### src/rtl/event_blinker_if.sv
// event_blinker_if: event strobe in, LED drive and queue status out
interface event_blinker_if #(
  parameter int PEND_W = 3
);
  logic IN;
  logic OUT;
  logic BUSY;
  logic [PEND_W-1:0] PENDING;
  logic OVERFLOW;
  modport master (output IN, input OUT, BUSY, PENDING, OVERFLOW);
  modport slave (input IN, output OUT, BUSY, PENDING, OVERFLOW);
endinterface

### src/rtl/event_blinker.sv
// event_blinker: turns event strobes into fixed-length LED blinks, queueing events that arrive mid-blink
module event_blinker #(
  parameter int ON_CYCLES = 5000000,
  parameter int OFF_CYCLES = 5000000,
  parameter int MAX_PENDING = 7,
  parameter int PEND_W = $clog2(MAX_PENDING + 1)
) (
  input logic CLK,
  input logic RESET,
  event_blinker_if.slave bus
);
  localparam int T_MAX = ON_CYCLES > OFF_CYCLES ? ON_CYCLES : OFF_CYCLES;
  localparam int TW = T_MAX > 1 ? $clog2(T_MAX) : 1;
  localparam logic [TW-1:0] ON_T = TW'(ON_CYCLES - 1);
  localparam logic [TW-1:0] OFF_T = TW'(OFF_CYCLES - 1);
  localparam logic [1:0] IDLE = 2'd0;
  localparam logic [1:0] ON = 2'd1;
  localparam logic [1:0] OFF = 2'd2;
  logic [1:0] state, state_n;
  logic [TW-1:0] timer, timer_n;
  logic [PEND_W-1:0] pending, pending_n;
  logic out_q, busy_q, ovf_q;
  logic on_done, expire, start, inc, dec, drop;
  // A strobe coincident with the OFF expiry starts the blink itself, so it never touches the queue
  always_comb begin
    on_done = state == ON && timer == '0;
    expire = state == OFF && timer == '0;
    start = (state == IDLE && bus.IN) || (expire && (bus.IN || pending != '0));
    inc = state != IDLE && bus.IN && !start;
    drop = inc && pending == PEND_W'(MAX_PENDING);
    dec = expire && !bus.IN && pending != '0;
    state_n = start ? ON : on_done ? OFF : expire ? IDLE : state;
    timer_n = start ? ON_T : on_done ? OFF_T : timer != '0 ? timer - TW'(1) : timer;
    pending_n = dec ? pending - PEND_W'(1) : (inc && !drop) ? pending + PEND_W'(1) : pending;
  end
  always_ff @(posedge CLK or negedge RESET)
    if (!RESET) begin
      state <= IDLE;
      timer <= '0;
      pending <= '0;
      out_q <= 1'b0;
      busy_q <= 1'b0;
      ovf_q <= 1'b0;
    end else begin
      state <= state_n;
      timer <= timer_n;
      pending <= pending_n;
      out_q <= state_n == ON;
      busy_q <= state_n != IDLE;
      ovf_q <= drop;
    end
  assign bus.OUT = out_q;
  assign bus.BUSY = busy_q;
  assign bus.PENDING = pending;
  assign bus.OVERFLOW = ovf_q;
endmodule

### src/flat_wrapper.sv
// flat-port wrapper written by rule: the top's interface ports become plain ports
module event_blinker_flat 
#(
  parameter int ON_CYCLES = 5000000,
  parameter int OFF_CYCLES = 5000000,
  parameter int MAX_PENDING = 7,
  parameter int PEND_W = $clog2(MAX_PENDING + 1)
)
  (CLK, RESET, bus_IN, bus_OUT, bus_BUSY, bus_PENDING, bus_OVERFLOW);
  event_blinker_if #(.PEND_W(PEND_W)) bus_i ();
  input logic CLK;
  input logic RESET;
  input wire logic [$bits(bus_i.IN)-1:0] bus_IN;
  output wire logic [$bits(bus_i.OUT)-1:0] bus_OUT;
  output wire logic [$bits(bus_i.BUSY)-1:0] bus_BUSY;
  output wire logic [$bits(bus_i.PENDING)-1:0] bus_PENDING;
  output wire logic [$bits(bus_i.OVERFLOW)-1:0] bus_OVERFLOW;
  assign bus_i.IN = bus_IN;
  assign bus_OUT = bus_i.OUT;
  assign bus_BUSY = bus_i.BUSY;
  assign bus_PENDING = bus_i.PENDING;
  assign bus_OVERFLOW = bus_i.OVERFLOW;
  event_blinker #(.ON_CYCLES(ON_CYCLES), .OFF_CYCLES(OFF_CYCLES), .MAX_PENDING(MAX_PENDING), .PEND_W(PEND_W)) u_core (.CLK(CLK), .RESET(RESET), .bus(bus_i));
endmodule
### config.mk
export PLATFORM = sky130hd
export DESIGN_NAME = event_blinker_flat
export DESIGN_NICKNAME = d
export VERILOG_FILES = /design/src/rtl/event_blinker_if.sv /design/src/rtl/event_blinker.sv /design/src/flat_wrapper.sv
export SDC_FILE = /design/constraint.sdc
export NUM_CORES = 1
export LEC_CHECK = 0
export ABC_AREA = 1
export ABC_CLOCK_PERIOD_IN_PS = 2490
export CAP_MARGIN = 15
export CORE_MARGIN = 3
export CORE_UTILIZATION = 25
export DETAILED_ROUTE_END_ITERATION = 6
export PLACE_DENSITY = 0.36
export SLEW_MARGIN = 40
export SYNTH_ARGS = -nofsm -noshare
export SYNTH_HDL_FRONTEND = slang
export SYNTH_SLANG_ARGS = --single-unit
### constraint.sdc
create_clock -name CLK -period 2.49 [get_ports CLK]
set_clock_uncertainty 0.05 [all_clocks]
set_input_delay 0.249 -clock CLK [delete_from_list [all_inputs] [get_ports CLK]]
set_output_delay 0.249 -clock CLK [all_outputs]
set_load 0.02 [all_outputs]
==> results.sh, run 1 <==
export IMPL_min_path_type="primary input to async pin"
export IMPL_synth_distinct_cells=31
export IMPL_numCtsBuffers=5
export IMPL_grt_start_max_net_pins=32
export IMPL_rsz0062_at_grt="false"
export IMPL_synthCells=221
export IMPL_antenna_found_initial=0
export IMPL_crit_path_max_incr_delay_ns=0.41
export IMPL_post_cts_resized=0
export IMPL_worstReg2RegEnd="u_core.bus.PENDING[2]"
export IMPL_h_tree_depth=2
export IMPL_clkLatencyLatePin_ns=0.29
export IMPL_setup_viol_count_final=0
export IMPL_dr_first_iter_drc_count=44
export IMPL_grt_pass1_vias=1391
export IMPL_final_core_util=0.302
export IMPL_coreArea_mm2=0.00683
export IMPL_synth_top_cell_by_area="dfrtp_1"
export IMPL_wire_per_inst_um=12.3
export IMPL_nNetsFinal=241
export IMPL_initial_core_util=0.260
export IMPL_ctsHoldBuffers=0
export IMPL_drv_slew=0
export IMPL_postCtsSetupBuffers=0
export IMPL_critPathCaptureType="flop"
export IMPL_clock_sinks=31
export IMPL_vias_per_cell=4.19
export IMPL_rows=30
export IMPL_crit_chain="inv_1, ha_1, nand2_2, nor2_4, nand3_4, inv_6, nand4_2, fa_1, nand4_1, nand2_1, nand2_1, nand2_1"
export IMPL_ios=9
export IMPL_grt_util_all_layers=0.107
export IMPL_grt_pass1_wl_um=6910
export IMPL_synthToLayoutAreaGrowth_pct=16.1
export IMPL_worstPathMaxFanout=9
export IMPL_ant_nets=0
export IMPL_synth_nets=226
export IMPL_drc=0
export IMPL_crit_top_cell="nand2_1"
export IMPL_io_buffers=8
export IMPL_cts_root_buf="clkbuf_8"
export IMPL_synthesis_area_mm2=0.00177
export IMPL_yosys_area_top_type_share=0.437
export IMPL_crit_required_ns=2.62
export IMPL_max_freq_ghz=0.467
export IMPL_ir_drop_mv=0.296
export IMPL_seq_area_frac_synth=0.437
export IMPL_wl_um=4080
export IMPL_fin_tns_setup_ns=0
export IMPL_hpwl_um=2900
export IMPL_slowest_stage="fa_1"
export IMPL_clk_path_buf_depth=2
export IMPL_clkTransAtPathRegs_ns=0.07
export IMPL_firstDrtPassIters=4
export IMPL_r2r_cells=12
export IMPL_period_minus_slack_ns=2.14
export IMPL_syn_avg_cell_area_um2=8.03
export IMPL_cts_tree="built"
export IMPL_p_per_area_mw_per_mm2=577
export IMPL_outcome="completed"
export IMPL_crit_type="flop to flop"
export IMPL_maxCapViolCount=0
export IMPL_diodes=0
export IMPL_drive_above_1_share=0.127
export IMPL_num_vias=1391
export IMPL_crit_start="u_core.timer[0]"
export IMPL_die_area_mm2=0.00814
export IMPL_worstPathArrival_ns=2.27
export IMPL_synth_area_leaders="dfrtp_1, nand2_1, inv_1, nor2_1, nand3_1"
export IMPL_start_kind="flop"
export IMPL_timing_final_crit_share=0.859
export IMPL_worstMarginPinSlew_ns=0.430
export IMPL_ys_warn_count=0
export IMPL_power_leakage_nw=0.922
export IMPL_globalRouteOverflowTotal=0
export IMPL_die_w_um=90.2
export IMPL_max_slew_margin=0.713
export IMPL_die_h_um=90.2
export IMPL_whs_ns=0.308
export IMPL_gp_congestion=0.741
export IMPL_r2r_start="u_core.timer[0]"
export IMPL_hold_viol=0
export IMPL_r2r_slack_ns=0.35
export IMPL_ys_seq_elements=31
==> critical path, delay by kind of cell (launching register included) <==
kind,cells,cell delay (ns)
fa+ha+maj,2,0.63
buf+inv,2,0.21
flops,1,0.38
simple gates,8,0.77
==> how the worst max path moves through the flow <==
| stage | to | slack [ns] |
|---|---|---|
| after CTS | u_core.bus.PENDING[2] | 0.32 |
| after detailed placement | u_core.bus.PENDING[2] | 0.34 |
| after global routing | u_core.bus.PENDING[2] | 0.12 |
| final | u_core.bus.PENDING[2] | 0.35 |
| after floorplan | u_core.bus.PENDING[2] | 0.48 |
| after global placement | u_core.bus.PENDING[2] | 0.40 |
==> state kept, by name, indices dropped and copies added, names as in the netlist <==
name,cells
u_core.bus.BUSY,1
u_core.bus.OUT,1
u_core.bus.OVERFLOW,1
u_core.bus.PENDING,3
u_core.state,2
u_core.timer,23
==> where the power goes <==
group          switching [W]  internal (W)  total (W)
registers          0.0000190      0.000532   0.000551
clock network       0.000201      0.000217   0.000418
logic               0.000131     0.0000890   0.000220
total               0.000351      0.000838    0.00119
==> placed cells by master (no fill, tap or decap), types with 2 or more instances in the layout <==
cell type and n:
nand2_1 37, inv_1 34, nor2_1 33, dfrtp_1 31, nand3_1 18, nor3_1 9
xor2_1 9, clkdlybuf4s50_1 8, a21oi_1 7, clkbuf_8 6, o21ai_0 5, nand2_2 4
nor2_2 3, nor2_4 3, nand4_1 3, nand3b_1 3, buf_4 3, o21ai_2 2
nand3_4 2, nor4_1 2, o211ai_2 2, o211ai_1 2
==> layer usage <==
layer  GRT usage  routed length (um)  share of wire
met3      0.0268                 152          0.037
met5           0                   0              0
met1       0.152                2110           0.52
met4      0.0344                  47          0.012
met2       0.159                1770           0.43
==> metrics by stage <==
step | setup slack [ns] | std cells | total power, W | instance area (um2)
4_1_cts | 0.320 | 332 | 0.00121 | 2060
3_3_place_gp | 0.404 | 325 | 0.000788 | 1970
3_5_place_dp | 0.341 | 325 | 0.000784 | 1970
2_1_floorplan | 0.476 | 221 | 0.000690 | 1770
5_1_grt | 0.124 | 332 | 0.00126 | 2060
6_report | 0.350 | 332 | 0.00119 | 2060
==> synth_stat cells <==
cell type,n
nand4_1,3
o211ai_1,2
nand2_1,37
inv_6,1
nand3b_1,3
nand3_4,2
nand3_1,18
o21ai_2,2
o211ai_2,2
buf_2,1
nor2_4,3
buf_6,1
a21oi_1,7
and2_1,1
dfrtp_1,31
nand4_2,1
nor4_1,2
nor3_1,9
buf_4,1
nor2_1,33
or2_1,1
fa_1,1
nor2_2,3
xor2_1,9
inv_2,1
nor3_2,1
inv_1,34
and3_1,1
nand2_2,4
o21ai_0,5
ha_1,1
==> cells by family (layout without fill, tap and decap cells) <==
logic type,Yosys count,in the layout,share of synthesized area
fa+ha+maj,2,2,0.0183
buf+inv,39,54,0.0924
xor+xnor,9,9,0.0444
compound gates,18,18,0.0663
flops,31,31,0.437
simple gates,122,122,0.341
==> area by class of cell <==
class	count	area, um2
Clock buffer	6	82.6
Clock inverter	1	5.00
Fill cell	773	4770
Inverter	36	140
Multi-Input combinational cell	151	835
Sequential cell	31	776
Tap cell	96	120
Timing Repair Buffer	11	103
No activity file was read; power rests on OpenSTA's default activity.
==> run 2, diff against run 1 <==
--- a/config.mk
+++ b/config.mk
@@ -9,3 +9,3 @@
 export ABC_CLOCK_PERIOD_IN_PS = 2490
-export CAP_MARGIN = 15
+export CAP_MARGIN = 10
 export CORE_MARGIN = 3
==> constraint.sdc (replaced) <==
create_clock -name CLK -period 2.49 [get_ports CLK]
set_clock_uncertainty 0.05 [all_clocks]
set_input_delay 0.498 -clock CLK [delete_from_list [all_inputs] [get_ports CLK]]
set_output_delay 0.498 -clock CLK [all_outputs]
set_load 0.02 [all_outputs]
==> results.sh, run 2 (synthesis gave the netlist of run 1 again) <==
export IMPL_outcome="completed"
export IMPL_rows=30
export IMPL_seqCellArea_um2=776
export IMPL_critPathCaptureType="flop"
export IMPL_grt_pass1_vias=1367
export IMPL_min_path_type="flop to flop"
export IMPL_grt_pass1_wl_um=6970
export IMPL_drive_above_1_share=0.123
export IMPL_cts_tree="built"
export IMPL_drv_slew=0
export IMPL_wire_per_inst_um=12.0
export IMPL_hpwl_um=2860
export IMPL_antenna_found_initial=0
export IMPL_synthToLayoutAreaGrowth_pct=17.0
export IMPL_timing_final_crit_share=0.856
export IMPL_vias_per_cell=4.10
export IMPL_globalRouteOverflowTotal=0
export IMPL_multi_input_area_um2=835
export IMPL_gp_congestion=0.729
export IMPL_rsz0062_at_grt="false"
export IMPL_crit_required_ns=2.62
export IMPL_clkTransAtPathRegs_ns=0.06
export IMPL_dr_first_iter_drc_count=68
export IMPL_grtUsageMet1=0.154
export IMPL_use_met3=0.0310
export IMPL_num_vias=1362
export IMPL_die_h_um=90.2
export IMPL_ios=9
export IMPL_initial_core_util=0.260
export IMPL_cts_root_buf="clkbuf_8"
export IMPL_mostFrequentLayoutCell="nand2_1"
export IMPL_r2r_slack_ns=0.36
export IMPL_clkLatencyLatePin_ns=0.29
export IMPL_die_w_um=90.2
export IMPL_hold_path_startpoint="u_core.timer[22]"
export IMPL_largest_reg_flops=23
export IMPL_wl_um=3980
export IMPL_final_core_util=0.304
export IMPL_r2r_cells=12
export IMPL_firstDrtPassIters=4
export IMPL_worstMarginPinSlew_ns=0.427
export IMPL_post_cts_resized=0
export IMPL_fin_tns_setup_ns=0
export IMPL_diodes=0
export IMPL_period_minus_slack_ns=2.13
export IMPL_p_per_area_mw_per_mm2=606
export IMPL_r2r_start="u_core.timer[0]"
export IMPL_coreArea_mm2=0.00683
export IMPL_power_leakage_nw=0.926
export IMPL_setup_viol_count_final=0
export IMPL_io_buffers=8
export IMPL_ant_nets=0
export IMPL_die_area_mm2=0.00814
export IMPL_start_kind="flop"
export IMPL_nNetsFinal=241
export IMPL_maxCapViolCount=0
export IMPL_postCtsSetupBuffers=0
export IMPL_hold_viol=0
export IMPL_worstReg2RegEnd="u_core.bus.PENDING[2]"
export IMPL_drc=0
export IMPL_gr_usage_met2=0.156
export IMPL_min_path_cells=2
export IMPL_regMostFlops="u_core.timer"
export IMPL_clock_sinks=31
export IMPL_busiest_layer="met2"
export IMPL_clk_path_buf_depth=2
export IMPL_worstPathArrival_ns=2.26
export IMPL_grt_start_max_net_pins=32
export IMPL_total_power_w=0.00126
export IMPL_layout_common_cells="nand2_1, inv_1, nor2_1"
export IMPL_holdPathEnd="u_core.timer[22]"
export IMPL_crit_type="flop to flop"
export IMPL_fill_cells=781
export IMPL_max_slew_margin=0.716
export IMPL_worstPathMaxFanout=9
export IMPL_grt_util_all_layers=0.108
export IMPL_numCtsBuffers=5
export IMPL_ctsHoldBuffers=0
export IMPL_max_freq_ghz=0.469
export IMPL_ir_drop_mv=0.336
export IMPL_h_tree_depth=2
-- run 2: changes by cell type in the layout (fill, tap and decap cells not counted) --
cell       before  now
bufinv_16       0    1
clkbuf_1        0    1
clkbuf_8        6    5
clkinv_2        1    0
-- run 2: metrics by stage --
step	hold slack, ns	setup slack (ns)	instance area, um2	cells
after floorplan	0.152	0.476	1770	221
after global placement	0.416	0.397	1970	325
after detailed placement	0.413	0.350	1970	325
after CTS	0.431	0.334	2080	332
after global routing	0.475	0.171	2080	332
final	0.423	0.358	2080	332
-- run 2: routing by layer --
layer	vias up	wire, um
met3	5	128
met1	611	2100
met5	-	0
met2	17	1690
met4	0	57
li1	729	-
-- run 2: final cells by class --
type / count / area share
clock buffers: 6 / 0.0350
well taps: 96 / 0.0579
multi-input cells: 151 / 0.402
flip-flops and latches: 31 / 0.374
clock inverters: 1 / 0.0145
repair buffers: 11 / 0.0494
inverters: 36 / 0.0675
-- run 2: where the power goes --
group          leakage, nW  internal (W)  switching (W)
registers            0.359      0.000532      0.0000207
clock network       0.0513      0.000293       0.000192
logic                0.516     0.0000895       0.000131
-- run 2: worst max-delay path by stage --
stage / start / endpoint / slack, ns / cells after the start
4_1_cts: u_core.timer[0] / u_core.bus.PENDING[2] / 0.33 / 12
3_3_place_gp: bus_IN / u_core.bus.PENDING[2] / 0.40 / 8
5_1_grt: u_core.timer[1] / u_core.bus.PENDING[2] / 0.17 / 12
3_5_place_dp: u_core.timer[0] / u_core.bus.PENDING[2] / 0.35 / 12
2_1_floorplan: u_core.timer[0] / u_core.bus.PENDING[2] / 0.48 / 12
6_report: u_core.timer[0] / u_core.bus.PENDING[2] / 0.36 / 12
-- run 2: critical path: stages, from the launching register on --
cell and delay [ns]:
dfrtp_1 0.37, inv_1 0.09, ha_1 0.21, nand2_2 0.09
nor2_4 0.17, nand3_4 0.11, inv_6 0.11, nand4_2 0.13
fa_1 0.42, inv_1 0.06, nand3_1 0.09, nand3_1 0.08
nand2_1 0.05
